[src/rtl/addr2_sel_gen_if.sv]
`default_nettype none
// ============================================================================
//  Module      : addr2_sel_gen_if
//  Description : Handshake/data bundle for the ADDR2 select generator.
//                The slave modport is the DUT view; the master modport is the
//                view of whoever drives instructions and consumes results.
//                The err signal exists only when ADDR2_ERR_EN is defined.
//  Revision    : 1.0 - initial release
// ============================================================================
interface addr2_sel_gen_if #(
    parameter int DATA_W = 16
) ();
    // Input side
    logic              in_valid;
    logic              in_ready;
    logic [15:0]       ir;
    logic [DATA_W-1:0] pc;
    logic [DATA_W-1:0] baser;
    // Output side
    logic              out_valid;
    logic              out_ready;
    logic [1:0]        select;
    logic [DATA_W-1:0] offset;
    logic              base_sel;
    logic [DATA_W-1:0] ea;
    logic              addr_used;
`ifdef ADDR2_ERR_EN
    logic              err;
`endif

    modport slave (
        input  in_valid, ir, pc, baser, out_ready,
        output in_ready, out_valid, select, offset, base_sel, ea, addr_used
`ifdef ADDR2_ERR_EN
        , output err
`endif
    );

    modport master (
        output in_valid, ir, pc, baser, out_ready,
        input  in_ready, out_valid, select, offset, base_sel, ea, addr_used
`ifdef ADDR2_ERR_EN
        , input err
`endif
    );
endinterface
`default_nettype wire

[src/rtl/addr2_sel_gen.sv]
`default_nettype none
// ============================================================================
//  Module      : addr2_sel_gen
//  Description : Two-stage pipeline that decodes the ADDR2 offset from an
//                instruction, drives the Gray-ordered ADDR2 select
//                (00 zero, 01 off6, 11 off11, 10 off9), the ADDR1 base select
//                and the effective address base + offset.
//                Optional macro ADDR2_ERR_EN adds an err flag for the RTI and
//                reserved opcodes.
//  Revision    : 1.0 - initial release
// ============================================================================
module addr2_sel_gen #(
    parameter int DATA_W = 16
) (
    input  wire logic           clk,
    input  wire logic           rst_n,
    addr2_sel_gen_if.slave      bus
);

    localparam logic [1:0] c_SEL_ZERO  = 2'b00;
    localparam logic [1:0] c_SEL_OFF6  = 2'b01;
    localparam logic [1:0] c_SEL_OFF11 = 2'b11;
    localparam logic [1:0] c_SEL_OFF9  = 2'b10;

    // ------------------------------------------------------------------------
    // Decode wires
    // ------------------------------------------------------------------------
    logic [3:0]        w_opc;
    logic [1:0]        w_select;
    logic [DATA_W-1:0] w_offset;
    logic              w_base_sel;
    logic              w_addr_used;
    logic [DATA_W-1:0] w_base;
    logic [DATA_W-1:0] w_sext6;
    logic [DATA_W-1:0] w_sext9;
    logic [DATA_W-1:0] w_sext11;
`ifdef ADDR2_ERR_EN
    logic              w_err;
`endif

    // ------------------------------------------------------------------------
    // Pipeline registers
    // ------------------------------------------------------------------------
    logic              r_s1_valid;
    logic [1:0]        r_s1_select;
    logic [DATA_W-1:0] r_s1_offset;
    logic              r_s1_base_sel;
    logic              r_s1_addr_used;
    logic [DATA_W-1:0] r_s1_base;

    logic              r_s2_valid;
    logic [1:0]        r_s2_select;
    logic [DATA_W-1:0] r_s2_offset;
    logic              r_s2_base_sel;
    logic              r_s2_addr_used;
    logic [DATA_W-1:0] r_s2_ea;
`ifdef ADDR2_ERR_EN
    logic              r_s1_err;
    logic              r_s2_err;
`endif

    logic              w_adv1;
    logic              w_adv2;

    assign w_opc    = bus.ir[15:12];
    assign w_sext6  = {{(DATA_W-6){bus.ir[5]}},   bus.ir[5:0]};
    assign w_sext9  = {{(DATA_W-9){bus.ir[8]}},   bus.ir[8:0]};
    assign w_sext11 = {{(DATA_W-11){bus.ir[10]}}, bus.ir[10:0]};

    // A stage may advance when its successor is empty or is draining.
    assign w_adv2      = !r_s2_valid || bus.out_ready;
    assign w_adv1      = !r_s1_valid || w_adv2;
    assign bus.in_ready = w_adv1;

    // Opcode decode: offset width, base choice and adder usage.
    always_comb begin
        w_select    = c_SEL_ZERO;
        w_offset    = '0;
        w_base_sel  = 1'b0;
        w_addr_used = 1'b0;
        case (w_opc)
            4'b0000, 4'b0010, 4'b0011, 4'b1010, 4'b1011, 4'b1110: begin
                w_select    = c_SEL_OFF9;
                w_offset    = w_sext9;
                w_addr_used = 1'b1;
            end
            4'b0100: begin
                w_addr_used = 1'b1;
                if (bus.ir[11]) begin
                    w_select = c_SEL_OFF11;
                    w_offset = w_sext11;
                end else begin
                    w_base_sel = 1'b1;
                end
            end
            4'b1100: begin
                w_base_sel  = 1'b1;
                w_addr_used = 1'b1;
            end
            4'b0110, 4'b0111: begin
                w_select    = c_SEL_OFF6;
                w_offset    = w_sext6;
                w_base_sel  = 1'b1;
                w_addr_used = 1'b1;
            end
            default: begin
                w_select    = c_SEL_ZERO;
            end
        endcase
    end

`ifdef ADDR2_ERR_EN
    // RTI and the reserved opcode are flagged but otherwise pass as no-ops.
    assign w_err = (w_opc == 4'b1101) || (w_opc == 4'b1000);
`endif

    assign w_base = w_base_sel ? bus.baser : bus.pc;

    // Stage 1: capture the decoded fields and the chosen base on input transfer.
    always_ff @(posedge clk or negedge rst_n) begin
        if (!rst_n) begin
            r_s1_valid     <= 1'b0;
            r_s1_select    <= c_SEL_ZERO;
            r_s1_offset    <= '0;
            r_s1_base_sel  <= 1'b0;
            r_s1_addr_used <= 1'b0;
            r_s1_base      <= '0;
`ifdef ADDR2_ERR_EN
            r_s1_err       <= 1'b0;
`endif
        end else if (w_adv1) begin
            r_s1_valid <= bus.in_valid;
            if (bus.in_valid) begin
                r_s1_select    <= w_select;
                r_s1_offset    <= w_offset;
                r_s1_base_sel  <= w_base_sel;
                r_s1_addr_used <= w_addr_used;
                r_s1_base      <= w_base;
`ifdef ADDR2_ERR_EN
                r_s1_err       <= w_err;
`endif
            end
        end
    end

    // Stage 2: form the effective address (silent wrap) and carry the fields.
    always_ff @(posedge clk or negedge rst_n) begin
        if (!rst_n) begin
            r_s2_valid     <= 1'b0;
            r_s2_select    <= c_SEL_ZERO;
            r_s2_offset    <= '0;
            r_s2_base_sel  <= 1'b0;
            r_s2_addr_used <= 1'b0;
            r_s2_ea        <= '0;
`ifdef ADDR2_ERR_EN
            r_s2_err       <= 1'b0;
`endif
        end else if (w_adv2) begin
            r_s2_valid <= r_s1_valid;
            if (r_s1_valid) begin
                r_s2_select    <= r_s1_select;
                r_s2_offset    <= r_s1_offset;
                r_s2_base_sel  <= r_s1_base_sel;
                r_s2_addr_used <= r_s1_addr_used;
                r_s2_ea        <= r_s1_base + r_s1_offset;
`ifdef ADDR2_ERR_EN
                r_s2_err       <= r_s1_err;
`endif
            end
        end
    end

    assign bus.out_valid = r_s2_valid;
    assign bus.select    = r_s2_select;
    assign bus.offset    = r_s2_offset;
    assign bus.base_sel  = r_s2_base_sel;
    assign bus.addr_used = r_s2_addr_used;
    assign bus.ea        = r_s2_ea;
`ifdef ADDR2_ERR_EN
    assign bus.err       = r_s2_err;
`endif

endmodule
`default_nettype wire

[src/flat_wrapper.sv]
// flat-port wrapper written by rule: the top's interface ports become plain ports
module addr2_sel_gen_flat 
#(
    parameter int DATA_W = 16
)
  (clk, rst_n, bus_in_valid, bus_ir, bus_pc, bus_baser, bus_out_ready, bus_in_ready, bus_out_valid, bus_select, bus_offset, bus_base_sel, bus_ea, bus_addr_used);
  addr2_sel_gen_if #(.DATA_W(DATA_W)) bus_i ();
  input  wire logic clk;
  input  wire logic rst_n;
  input wire logic [$bits(bus_i.in_valid)-1:0] bus_in_valid;
  input wire logic [$bits(bus_i.ir)-1:0] bus_ir;
  input wire logic [$bits(bus_i.pc)-1:0] bus_pc;
  input wire logic [$bits(bus_i.baser)-1:0] bus_baser;
  input wire logic [$bits(bus_i.out_ready)-1:0] bus_out_ready;
  output wire logic [$bits(bus_i.in_ready)-1:0] bus_in_ready;
  output wire logic [$bits(bus_i.out_valid)-1:0] bus_out_valid;
  output wire logic [$bits(bus_i.select)-1:0] bus_select;
  output wire logic [$bits(bus_i.offset)-1:0] bus_offset;
  output wire logic [$bits(bus_i.base_sel)-1:0] bus_base_sel;
  output wire logic [$bits(bus_i.ea)-1:0] bus_ea;
  output wire logic [$bits(bus_i.addr_used)-1:0] bus_addr_used;
  assign bus_i.in_valid = bus_in_valid;
  assign bus_i.ir = bus_ir;
  assign bus_i.pc = bus_pc;
  assign bus_i.baser = bus_baser;
  assign bus_i.out_ready = bus_out_ready;
  assign bus_in_ready = bus_i.in_ready;
  assign bus_out_valid = bus_i.out_valid;
  assign bus_select = bus_i.select;
  assign bus_offset = bus_i.offset;
  assign bus_base_sel = bus_i.base_sel;
  assign bus_ea = bus_i.ea;
  assign bus_addr_used = bus_i.addr_used;
  addr2_sel_gen #(.DATA_W(DATA_W)) u_core (.clk(clk), .rst_n(rst_n), .bus(bus_i));
endmodule
[config.mk]
export PLATFORM = sky130hd
export DESIGN_NAME = addr2_sel_gen_flat
export DESIGN_NICKNAME = d
export VERILOG_FILES = /design/src/rtl/addr2_sel_gen_if.sv /design/src/rtl/addr2_sel_gen.sv /design/src/flat_wrapper.sv
export SDC_FILE = /design/constraint.sdc
export NUM_CORES = 1
export LEC_CHECK = 0
export BUFFER_PORTS_ARGS = -buffer_cell sky130_fd_sc_hd__buf_2
export CORE_ASPECT_RATIO = 1.4
export CORE_MARGIN = 2
export CORE_UTILIZATION = 53
export DETAILED_ROUTE_END_ITERATION = 10
export MAX_ROUTING_LAYER = met4
export PLACE_DENSITY = 0.8
export SLEW_MARGIN = 30
export SYNTH_ARGS = -nofsm -noshare
export SYNTH_HDL_FRONTEND = slang
export SYNTH_SLANG_ARGS = --single-unit
export TNS_END_PERCENT = 5
[constraint.sdc]
create_clock -name clk -period 2.1 [get_ports clk]
set_input_delay 0.105 -clock clk [delete_from_list [all_inputs] [get_ports clk]]
set_output_delay 0.105 -clock clk [all_outputs]
set_load 0.02 [all_outputs]
======== Yosys cells after proc, flatten, opt, wreduce, memory -nomap -nowiden ========
Index checks and enable logic that the tools add are counted.
word-level totals
  flip-flop bits (word level) ............. 74
  latch bits .............................. 0
  bits in writable memories ............... 0
  ROM bits ................................ 0
  input bits .............................. 52
  output and inout port bits .............. 38
  memories kept ........................... 0
cells by class
  add/sub/neg operators ................... 1
  $mul .................................... 0
  divide/modulo/power cells ............... 0
  $lt $le $gt $ge ......................... 0
  equality and inequality tests ........... 9
  shifts and indexed selects .............. 0
  mux-type cells .......................... 8
  bitwise gates (word level) .............. 0
  reductions and logical operators ........ 11
operators by type and width
  kind                                           count
  case mux 16 bit (3 select lines)               1
  two-way mux 16 bit                             2
  adder 16 bit                                   1
  == test 4 bit, second input constant           4
  == test 4 x 3 -> 1 bit, second input constant  3
  OR reduction 10 bit                            1
  == test 4 x 2 -> 1 bit, second input constant  2
  case mux 2 bit (3 select lines)                1
  OR reduction 6 bit                             1
  logical NOT 4 bit                              1
  AND reduction 2 bit                            2
  OR reduction 3 bit                             1
  logical NOT 1 bit                              2
  logical OR 1 bit                               2
  two-way mux 1 bit                              2
  two-way mux 2 bit                              1
  case mux 1 bit (2 select lines)                1
  OR reduction 2 bit                             1

======== Depth between registers and ports, before layout ========
Gate-level depths: netlist of the first run.
  word-level depth ........................ 4
  depth in mapped cells ................... 8
  mapped depth without buffers ............ 8

======== Least setup slack after synthesis of the first run ========
Ideal clock, no wire load.
  path kind ............................... reg-to-reg
  start point ............................. reg u_core.r_s1_offset[14]
  end point ............................... reg u_core.r_s2_ea[14] (netlist: u_core.bus.ea[14])
  data arrival time ....................... 1,795 ps
  data required time ...................... 1,980 ps
  setup slack ............................. 185 ps
  cell stages (with the launch flop) ...... 7
  path buffers ............................ 0
  period minus slack after synthesis ...... 1,915 ps
  path through ............................ dfrtp_1 > ha_1 > a21oi_1 > o21ai_0 > a31o_1 > or3_1 > a31o_1
between the ends
  cells in the longest elaborated chain, start to end .. 1
ends and longest elaborated chain
  what                      line                  source
  start: declaration        addr2_sel_gen.sv:46   logic [DATA_W-1:0] r_s1_offset;
  start signal: assignment  addr2_sel_gen.sv:135  r_s1_offset <= w_offset;
  adder 16 bit              addr2_sel_gen.sv:165  r_s2_ea <= r_s1_base + r_s1_offset;
  end signal: assignment    addr2_sel_gen.sv:165
  end: declaration          addr2_sel_gen.sv:56   logic [DATA_W-1:0] r_s2_ea;
Every way passes these cells.
A chain may end at the register's enable or synchronous reset.

======== Final worst setup path of the first run ========
  start point ............................. reg u_core.r_s1_base[0]
  end point ............................... reg u_core.r_s2_ea[14] (netlist: u_core.bus.ea[14])
between the ends
  cells in the longest elaborated chain, start to end .. 1
ends and longest elaborated chain
  what                      line                  source
  start: declaration        addr2_sel_gen.sv:49   logic [DATA_W-1:0] r_s1_base;
  start signal: assignment  addr2_sel_gen.sv:138  r_s1_base <= w_base;
  adder 16 bit              addr2_sel_gen.sv:165
Every way passes these cells.

==> results of run 1 <==
cell families after synthesis:
kind of cell / synth area share [%]
flops: 45.45
simple gates: 17.29
buf+inv: 4.865
compound gates: 19.60
fa+ha+maj: 5.895
xor+xnor: 1.740
mux: 5.149
per-stage QoR:
stage | utilization (%) | setup TNS, ns | hold WS [ns] | total power [W] | setup slack [ns]
after floorplan | - | 0 | -0.1906 | 0.002502 | 0.1854
after global placement | 61.59 | 0 | 0.1592 | 0.002881 | 0.06353
after detailed placement | 61.59 | -0.02931 | 0.1704 | 0.002924 | -0.01248
after CTS | 66.17 | -0.1531 | 0.01962 | 0.004145 | -0.04502
after global routing | 67.46 | -0.5052 | 0.01238 | 0.004424 | -0.1546
final | 67.46 | -0.08689 | 0.01734 | 0.004180 | -0.06009
sequential cells by signal, indices dropped and copies added (netlist names):
signal and cells:
u_core.r_s1_select 2, u_core.bus.ea 16, u_core.r_s1_addr_used 1, u_core.r_s1_offset 11, u_core.r_s1_valid 1, u_core.bus.select 2
u_core.bus.out_valid 1, u_core.bus.offset 11, u_core.bus.base_sel 1, u_core.bus.addr_used 1, u_core.r_s1_base_sel 1, u_core.r_s1_base 16
final cells by class:
cell class                      count  share of cell area [%]
Multi-Input combinational cell    291                   41.25
Sequential cell                    64                   36.38
Timing Repair Buffer              111                   14.55
Clock buffer                       10                   3.127
Tap cell                           74                   2.103
Clock inverter                      6                   2.075
Inverter                            6                  0.5117
worst register-to-register path, delay by kind of cell (launching register included):
| family | cells | cell delay [ns] |
|---|---|---|
| adder cells (fa/ha/maj) | 2 | 0.41 |
| buffers and inverters | 1 | 0.05 |
| AND/OR/NAND/NOR | 2 | 0.37 |
| AO/OA/AOI/OAI | 3 | 0.76 |
| flip-flops | 1 | 0.44 |
cell usage in the layout, fill, tap and decap left out, types with 6 or more instances in the layout:
cell and n:
ha_1 12, nand3_1 6, nand2_1 98, dfrtp_1 64, clkbuf_8 10, nor2_1 8
buf_2 89, a21oi_1 18, buf_4 14, dlygate4sd3_1 7, o21ai_0 42, a22o_1 6
mux2i_1 17
power by group through the flow:
stage | clock network [W] | logic, W | registers [W]
2_1_floorplan | 0 | 0.000684 | 0.00182
3_5_place_dp | 0 | 0.00128 | 0.00164
5_1_grt | 0.00128 | 0.00148 | 0.00166
6_report | 0.00121 | 0.00134 | 0.00163
4_1_cts | 0.00122 | 0.00130 | 0.00162
3_3_place_gp | 0 | 0.00125 | 0.00163
metal layers:
metal,up-vias,GRT usage [%]
met3,12,6.300
met2,115,41.54
li1,1543,-
met5,-,-
met4,0,9.117
met1,1499,31.87
how the worst max path moves through the flow:
| stage | start | end | slack (ns) | cells after the start |
|---|---|---|---|---|
| final | u_core.r_s1_base[0]$_DFFE_PN0P_ | u_core.bus.ea[14]$_DFFE_PN0P_ | -0.06 | 8 |
| after global routing | u_core.r_s1_base[0]$_DFFE_PN0P_ | u_core.bus.ea[10]$_DFFE_PN0P_ | -0.15 | 8 |
| after CTS | u_core.r_s1_offset[0]$_DFFE_PN0P_ | u_core.bus.ea[8]$_DFFE_PN0P_ | -0.05 | 8 |
| after detailed placement | u_core.r_s1_offset[0]$_DFFE_PN0P_ | u_core.bus.ea[14]$_DFFE_PN0P_ | -0.01 | 8 |
| after global placement | u_core.r_s1_offset[0]$_DFFE_PN0P_ | u_core.bus.ea[14]$_DFFE_PN0P_ | 0.06 | 8 |
| after floorplan | u_core.r_s1_offset[14]$_DFFE_PN0P_ | u_core.bus.ea[14]$_DFFE_PN0P_ | 0.19 | 6 |
timing repair:
| action | CTS | global route |
|---|---|---|
| setup endpoints to repair | 4 | 7 |
| hold buffers | 7 | 0 |
| pin swaps | 0 | 5 |
| resized for setup | 0 | 15 |
| buffers inserted | 0 | 3 |
| endpoints found under the hold margin | 32 | 0 |
==> run_results.csv, run 1 <==
group,metric,value,unit
routing,viasPerCell,5.639,
timing,finClkSkew,0.009251,ns
routing,post-route-drc-count,0,
place,hpwl,6291,um
synth,synthArstFlopShare,100.0,%
setup_path,path_delay_family,"compound AO/OA/AOI/OAI gates",
cts,cts_tree,"built",
synth,synth_cells,384,
routing,first_iter_violations,224,
run_status,violations,"setup timing",
place,place.gp.congestion,0.8526,
timing,finalCritPeriodShare,102.9,%
floorplan,dieArea,7326,um^2
timing,fmaxAchievable,0.4629,GHz
cts,cts_max_level,3,
timing,worstMarginPinSlew,0.6527,ns
global_route,grt_overflow,0,
finish,multi_input_area,1815,um^2
setup_path,r2r-start,"u_core.r_s1_base[0]$_DFFE_PN0P_",
min_path,worstHoldStart,"bus_ir[0]",
setup_path,max_stage_delay,0.44,ns
synth,netlist-cell-type-count,54,
routing,met2_length,4556,um
synth,ys_seq_elements,64,
synth,syn_area,3523,um^2
setup_path,end_kind,"register",
finish,fillCellCount,518,
routing,wl_met3,430,um
setup_path,crit_fanout,4,
min_path,min_delay_path_depth,2,
cts,cts_buffers,9,
cts,clock_latency,0.35,ns
synth,avgSynthCellArea,9.175,um^2
synth,synth_most_common_cell,"nand2_1",
synth,synth_top_area_cell,"dfrtp_1",
pwr,seqPwrFrac,39.0,%
floorplan,coreArea,6525,um^2
floorplan,initial_core_util,54.00,%
cts,cts-root-buf,"clkbuf_8",
place,post_dp_cell_area,4019,um^2
setup_path,ff2ff_setup_slack,-0.06,ns
finish,design_area,4402,um^2
pwr,leakage,2.276,nW
floorplan,io_pins,90,
floorplan,die_h,100.5,um
global_route,grt_usage,25.91,%
finish,drive_above_1_share,28.89,%
global_route,grt_pass1_vias,3094,
synth,synthFlopType,"dfrtp_1",
timing,min_period,2.160,ns
timing,finalHoldViolCount,0,
setup_path,crit_slowest_cell,"dfrtp_1",
min_path,hold_path_class,"primary input to register",
pwr,ir_drop,0.0005258,V
finish,ff_latch_area,1602,um^2
routing,postRouteAntennaNets,0,
routing,wl,8731,um
min_path,holdPathEnd,"u_core.r_s1_offset[0]$_DFFE_PN0P_",
synth,ys_warn_count,0,
global_route,grt_start_max_net_pins,39,
place,dp.cells,536,
finish,layout.nets,551,
routing,wire_per_inst,15.54,um
setup_path,crit_chain,"ha_4 > inv_2 > fa_2 > nor2b_2 > o211ai_1 > a211oi_2 > or3_1 > a31o_1",
routing,wl_met1,3595,um
synth,seq_area_frac_synth,45.45,%
pwr,swShare,35.38,%
setup_path,cp-start-kind,"register",
global_route,grt_pass1_wl,14280,um
synth,yosysTopAreaCellShare,45.45,%
pwr,intPower,0.002701,W
pwr,p_comb_share,32.1,%
job,cap_violations,0,
routing,maxUsedRoutingLayer,"met4",
pwr,clockPowerShare,28.9,%
pwr,netSwitchingPower,0.001479,W
cts,clkTransAtPathRegs,0.08,ns
timing,drv_slew,0,
finish,final_cells,562,
finish,n_antenna_cell,0,
global_route,grt_antenna_before_repair,0,
timing,rsz0062_at_grt,"yes",
setup_path,critPathKind,"register to register",
timing,relSlewSlack,56.49,%
floorplan,die_w,72.91,um
setup_path,path_buf_inv,1,
floorplan,std_cell_rows,35,
finish,syn_to_final_growth,24.93,%
run_status,status,"finished with violations",
synth,yosys-top-cells-count,"98 x nand2_1, 64 x dfrtp_1, 43 x o21ai_0",
cts,cts_sinks,64,
timing,setup_viol,2,
routing,drtPass1Iterations,4,
timing,worst_slack,-0.06009,ns
setup_path,cp_data_required_time,2.34,ns
setup_path,worstReg2RegEnd,"u_core.bus.ea[14]$_DFFE_PN0P_",
place,numPortBuffers,89,
setup_path,arrival,2.40,ns
synth,synth_area_leaders,"dfrtp_1 45%, nand2_1 10%, o21ai_0 6.1%",
synth,synth_nets,452,
setup_path,rr_worst_depth,8,
synth,synth_edf_count,0,
routing,route.vias.total,3169,
pwr,cellPowerDensity,949.5,nW/um^2
cts,clock_path_buffers,2,
Note: power is estimated with default switching activity, not from simulation.
==> inputs of run 2 (changes only) <==
--- a/config.mk
+++ b/config.mk
@@ -12,6 +12,7 @@
 export DETAILED_ROUTE_END_ITERATION = 10
 export MAX_ROUTING_LAYER = met4
 export PLACE_DENSITY = 0.8
+export RECOVER_POWER = 25
 export SLEW_MARGIN = 30
 export SYNTH_ARGS = -nofsm -noshare
 export SYNTH_HDL_FRONTEND = slang
==> run 2 against run 1 <==
The run ends with capacitance limit, slew limit, setup timing left. Global-route usage did not move. Clock skew hardly changed. Hold slack better by 0.0015 ns. Setup slack got worse by 0.0033 ns. Core utilization is 0.25 points lower. Sequential cell count unchanged. Largest power group unchanged.
==> run_results.csv, run 2 (synthesis results as in run 1) <==
group,metric,value,unit
min_path,worstHoldStart,"bus_ir[0]",
finish,design_area,4385,um^2
finish,final_common_cell,"nand2_1",
setup_path,ff2ff_setup_slack,-0.06,ns
pwr,clockPowerShare,29.0,%
routing,met2_length,4539,um
cts,cts-root-buf,"clkbuf_8",
setup_path,arrival,2.40,ns
pwr,intPower,0.002680,W
floorplan,dieArea,7326,um^2
routing,first_iter_violations,218,
finish,postLayoutCoreUtil,67.21,%
routing,post-route-drc-count,0,
pwr,ir_drop,0.0005269,V
pwr,p_comb_share,31.8,%
finish,layout.nets,551,
finish,final_cell_mix,"98 x nand2_1, 76 x buf_2, 64 x dfrtp_1",
cts,cts_max_level,3,
pwr,netSwitchingPower,0.001483,W
min_path,min_delay_path_depth,2,
global_route,grt_usage,25.91,%
place,place_ws,-0.01248,ns
setup_path,cp-start-kind,"register",
routing,viasPerCell,5.626,
finish,drive_above_1_share,26.23,%
cts,clkTransAtPathRegs,0.08,ns
setup_path,cp_data_required_time,2.34,ns
routing,postRouteAntennaNets,0,
finish,syn_to_final_growth,24.47,%
floorplan,die_h,100.5,um
timing,rsz0062_at_grt,"yes",
cts,clock_latency,0.35,ns
pwr,seqPwrFrac,39.2,%
floorplan,std_cell_rows,35,
pwr,cellPowerDensity,949.2,nW/um^2
min_path,hold_path_class,"primary input to register",
routing,wl_met1,3642,um
timing,finClkSkew,0.009299,ns
finish,n_antenna_cell,0,
global_route,grt_pass1_vias,3094,
routing,route.vias.total,3162,
setup_path,crit_slowest_cell,"dfrtp_1",
place,numPortBuffers,89,
job,cap_violations,1,
cts,cts_sinks,64,
setup_path,crit_fanout,4,
timing,fmaxAchievable,0.4622,GHz
run_status,violations,"capacitance limit, slew limit, setup timing",
cts,cts_tree,"built",
finish,final_cells,562,
global_route,grt_antenna_before_repair,0,
setup_path,rr_worst_depth,8,
global_route,grt_start_max_net_pins,39,
routing,maxUsedRoutingLayer,"met4",
setup_path,crit_chain,"ha_4 > inv_2 > fa_2 > nor2b_2 > o211ai_1 > a211oi_2 > or3_1 > a31o_1",
routing,wire_per_inst,15.59,um
timing,finalSetupTns,-0.09340,ns
global_route,grt_overflow,0,
global_route,grt_pass1_wl,14280,um
timing,min_period,2.163,ns
timing,setup_viol,2,
run_status,status,"finished with violations",
cts,clock_path_buffers,2,
place,hpwl,6291,um
setup_path,end_kind,"register",
pwr,swShare,35.63,%
routing,wl_met3,434,um
setup_path,r2r-start,"u_core.r_s1_base[0]$_DFFE_PN0P_",
timing,finalHoldViolCount,0,
timing,worst_slack,-0.06341,ns
place,place.gp.congestion,0.8526,
timing,finalCritPeriodShare,103.0,%
place,post_dp_cell_area,4019,um^2
timing,drv_slew,27,
routing,wl,8763,um
floorplan,die_w,72.91,um
cts,cts_buffers,9,
min_path,holdPathEnd,"u_core.r_s1_offset[0]$_DFFE_PN0P_",
setup_path,critPathKind,"register to register",
routing,drtPass1Iterations,5,
floorplan,coreArea,6525,um^2
setup_path,cp-startpoint,"u_core.r_s1_base[0]$_DFFE_PN0P_",
floorplan,io_pins,90,
timing,relSlewSlack,-4.967,%
floorplan,initial_core_util,54.00,%
setup_path,worstReg2RegEnd,"u_core.bus.ea[14]$_DFFE_PN0P_",
place,dp.cells,536,
pwr,leakage,2.233,nW
timing,worstMarginPinSlew,1.575,ns
setup_path,max_stage_delay,0.44,ns
## run 2: changes by cell type in the layout (fill, tap and decap cells not counted)
| cell | previous run | this run |
|---|---|---|
| buf_2 | 89 | 76 |
| clkbuf_1 | 0 | 13 |
## run 2: per-stage QoR
| step | total power, W | hold slack (ns) |
|---|---|---|
| 2_1_floorplan | 0.002502 | -0.1906 |
| 3_3_place_gp | 0.002881 | 0.1592 |
| 3_5_place_dp | 0.002924 | 0.1704 |
| 4_1_cts | 0.004145 | 0.01962 |
| 5_1_grt | 0.004406 | 0.01238 |
| 6_report | 0.004162 | 0.01885 |
## run 2: worst max-delay path: cells and delay by family, from the launching register on
kind / cells / cell delay (ns)
AO/OA/AOI/OAI: 3 / 0.76
adder cells (fa/ha/maj): 2 / 0.41
buffers and inverters: 1 / 0.05
flip-flops: 1 / 0.44
AND/OR/NAND/NOR: 2 / 0.37
## run 2: layout make-up
| cell class | count | area (um^2) |
|---|---|---|
| Clock buffer | 10 | 137.6 |
| Clock inverter | 6 | 91.34 |
| Fill cell | 521 | 2140 |
| Inverter | 6 | 22.52 |
| Multi-Input combinational cell | 291 | 1815 |
| Sequential cell | 64 | 1602 |
| Tap cell | 74 | 92.59 |
| Timing Repair Buffer | 111 | 624.3 |
## run 2: worst max path at each step
stage / cells after the start / slack (ns) / to
2_1_floorplan: 6 / 0.19 / u_core.bus.ea[14]$_DFFE_PN0P_
5_1_grt: 8 / -0.15 / u_core.bus.ea[10]$_DFFE_PN0P_
3_5_place_dp: 8 / -0.01 / u_core.bus.ea[14]$_DFFE_PN0P_
4_1_cts: 8 / -0.05 / u_core.bus.ea[8]$_DFFE_PN0P_
6_report: 8 / -0.06 / u_core.bus.ea[14]$_DFFE_PN0P_
3_3_place_gp: 8 / 0.06 / u_core.bus.ea[14]$_DFFE_PN0P_
## run 2: metal layers
| layer | vias up | GRT usage, % |
|---|---|---|
| met5 | - | - |
| met4 | 0 | 9.117 |
| met3 | 12 | 6.300 |
| met2 | 113 | 41.54 |
| met1 | 1495 | 31.87 |
| li1 | 1542 | - |
## run 2: power by group through the flow
| stage | combinational, W | clock (W) | sequential (W) |
|---|---|---|---|
| 3_3_place_gp | 0.00125 | 0 | 0.00163 |
| 2_1_floorplan | 0.000684 | 0 | 0.00182 |
| 6_report | 0.00132 | 0.00121 | 0.00163 |
| 4_1_cts | 0.00130 | 0.00122 | 0.00162 |
| 3_5_place_dp | 0.00128 | 0 | 0.00164 |
| 5_1_grt | 0.00146 | 0.00128 | 0.00166 |
## run 2: what timing repair did
| item | 4_1_cts | 5_1_grt |
|---|---|---|
| setup buffers | 0 | 3 |
| cloned | 0 | 0 |
| hold buffers | 7 | 0 |
| endpoints found under the setup margin | 4 | 7 |
| hold endpoints to repair | 32 | 0 |
| pin swaps | 0 | 5 |
| gates resized for setup | 0 | 15 |
==> inputs of run 3 (changes only) <==
--- a/config.mk
+++ b/config.mk
@@ -13,7 +13,7 @@
 export MAX_ROUTING_LAYER = met4
 export PLACE_DENSITY = 0.8
 export RECOVER_POWER = 25
-export SLEW_MARGIN = 30
+export SLEW_MARGIN = 25
 export SYNTH_ARGS = -nofsm -noshare
 export SYNTH_HDL_FRONTEND = slang
 export SYNTH_SLANG_ARGS = --single-unit
==> constraint.sdc (replaced) <==
create_clock -name clk -period 2.1 [get_ports clk]
set_input_delay 0.21 -clock clk [delete_from_list [all_inputs] [get_ports clk]]
set_output_delay 0.21 -clock clk [all_outputs]
set_load 0.02 [all_outputs]
==> run 3 against run 2 <==
The flow finishes with violations (setup timing). Clock skew is 0.0012 ns lower. Hold slack improved by 0.065 ns. Global-route usage fell by 1.1 points. Critical path depth stayed put. Critical path type unchanged. First-iteration DRC count is 15% higher. Via count shrank 1.6%. Clock power about the same. Cell count is 0.89% lower. Maximum frequency shrank 3.1%. Sequential power hardly changed. Largest cell class unchanged. Largest power group unchanged.
==> run_results.csv, run 3 (synthesis results as in run 1) <==
group,metric,value,unit
run_status,status,"finished with violations",
run_status,violations,"setup timing",
setup_path,end_kind,"register",
setup_path,crit_fanout,4,
min_path,hold_path_class,"primary input to register",
pwr,seqPwrFrac,39.3,%
global_route,grt_pass1_wl,13700,um
floorplan,die_h,100.5,um
floorplan,coreArea,6525,um^2
floorplan,std_cell_rows,35,
global_route,grt_pass1_vias,2947,
global_route,grt_overflow,0,
place,post_dp_cell_area,4019,um^2
routing,postRouteAntennaNets,0,
job,cap_violations,0,
cts,cts_buffers,9,
pwr,ir_drop,0.0004483,V
routing,wl,8447,um
place,place_ws,0.01999,ns
timing,fmaxAchievable,0.4478,GHz
routing,viasPerCell,5.585,
timing,finClkSkew,0.008130,ns
cts,clock_path_buffers,2,
pwr,cellPowerDensity,958.1,nW/um^2
routing,wl_met3,328,um
routing,route.vias.total,3111,
pwr,design_power_total,0.004161,W
timing,setup_viol,3,
finish,final_common_cell,"nand2_1",
pwr,leakage,2.214,nW
timing,relSlewSlack,13.49,%
timing,rsz0062_at_grt,"yes",
routing,wire_per_inst,15.17,um
pwr,clockPowerShare,28.9,%
floorplan,io_pins,90,
pwr,swShare,35.44,%
timing,finalCritPeriodShare,106.4,%
routing,met2_length,4422,um
finish,drive_above_1_share,27.33,%
global_route,grt_usage,24.83,%
setup_path,cp_data_required_time,2.34,ns
cts,cts_tree,"built",
global_route,grt_start_max_net_pins,43,
timing,worst_slack,-0.1334,ns
timing,worstMarginPinSlew,1.298,ns
routing,maxUsedRoutingLayer,"met4",
finish,layout.nets,546,
finish,design_area,4343,um^2
floorplan,die_w,72.91,um
finish,n_antenna_cell,0,
floorplan,dieArea,7326,um^2
finish,final_cell_mix,"98 x nand2_1, 80 x buf_2, 64 x dfrtp_1",
setup_path,arrival,2.47,ns
cts,clock_latency,0.34,ns
pwr,netSwitchingPower,0.001475,W
place,hpwl,6165,um
routing,post-route-drc-count,0,
cts,clkTransAtPathRegs,0.08,ns
global_route,grt_antenna_before_repair,0,
floorplan,initial_core_util,54.00,%
pwr,intPower,0.002687,W
finish,syn_to_final_growth,23.26,%
timing,holdWs,0.08344,ns
timing,finalHoldViolCount,0,
place,numPortBuffers,89,
cts,cts_sinks,64,
setup_path,cp-start-kind,"register",
cts,cts_max_level,3,
setup_path,ff2ff_setup_slack,-0.13,ns
routing,first_iter_violations,251,
cts,cts-root-buf,"clkbuf_8",
place,place.gp.congestion,0.8811,
pwr,p_comb_share,31.9,%
setup_path,critPathKind,"register to register",
timing,drv_slew,0,
timing,min_period,2.233,ns
routing,wl_met1,3555,um
routing,drtPass1Iterations,5,
==> run 3: area by class of cell <==
type / count / area (um^2)
fill: 533 / 2182
clock buffer: 10 / 137.6
tap: 74 / 92.59
clock inverter: 6 / 91.34
sequential: 64 / 1602
inverter: 6 / 22.52
timing repair buffer: 106 / 576.8
multi-input combinational: 291 / 1821
==> run 3: stage by stage <==
stage                     instances  util (%)  setup TNS (ns)
after CTS                       553     65.25         -0.1404
after global placement          536     61.59               0
after global routing            557     66.56         -0.6753
after detailed placement        536     61.59               0
after floorplan                 384         -               0
final                           557     66.56         -0.2225
==> run 3: power groups by stage <==
stage	Sequential [W]	Clock (W)	Combinational (W)
2_1_floorplan	0.00182	0	0.000684
3_3_place_gp	0.00163	0	0.00125
3_5_place_dp	0.00164	0	0.00127
4_1_cts	0.00162	0.00121	0.00129
5_1_grt	0.00166	0.00126	0.00147
6_report	0.00163	0.00120	0.00133
==> run 3: final timing paths <==
kind | from | to | cells past startpoint
max | u_core.r_s1_offset[0]$_DFFE_PN0P_ | u_core.bus.ea[14]$_DFFE_PN0P_ | 8
min | bus_ir[3] | u_core.r_s1_offset[3]$_DFFE_PN0P_ | 2
max reg2reg | u_core.r_s1_offset[0]$_DFFE_PN0P_ | u_core.bus.ea[14]$_DFFE_PN0P_ | 8
min reg2reg | u_core.bus.ea[7]$_DFFE_PN0P_ | u_core.bus.ea[7]$_DFFE_PN0P_ | 2
max in group asynchronous | rst_n | u_core.r_s1_select[0]$_DFFE_PN0P_ | 3
min in group asynchronous | rst_n | u_core.r_s1_base[11]$_DFFE_PN0P_ | 2
==> run 3: worst max-delay path: stages, from the launching register on <==
cell and delay [ns]:
dfrtp_1 0.44, ha_4 0.19, inv_2 0.06, fa_2 0.21, nor2b_2 0.05, o211ai_1 0.48
a211oi_2 0.15, or3_1 0.32, a31o_1 0.22
==> run 3: routing by layer <==
metal  up-vias  track usage (%)
met5         -                -
met4         0            8.120
met3        13            3.900
met2        84            41.54
met1      1481            30.60
li1       1533                -
==> run 3: timing repair <==
item / CTS / global route
resized for setup: 0 / 15
hold buffers: 1 / 0
endpoints found under the setup margin: 4 / 6
gates cloned: 0 / 0
pin swaps: 0 / 6
setup buffers: 0 / 4
endpoints found under the hold margin: 22 / 0
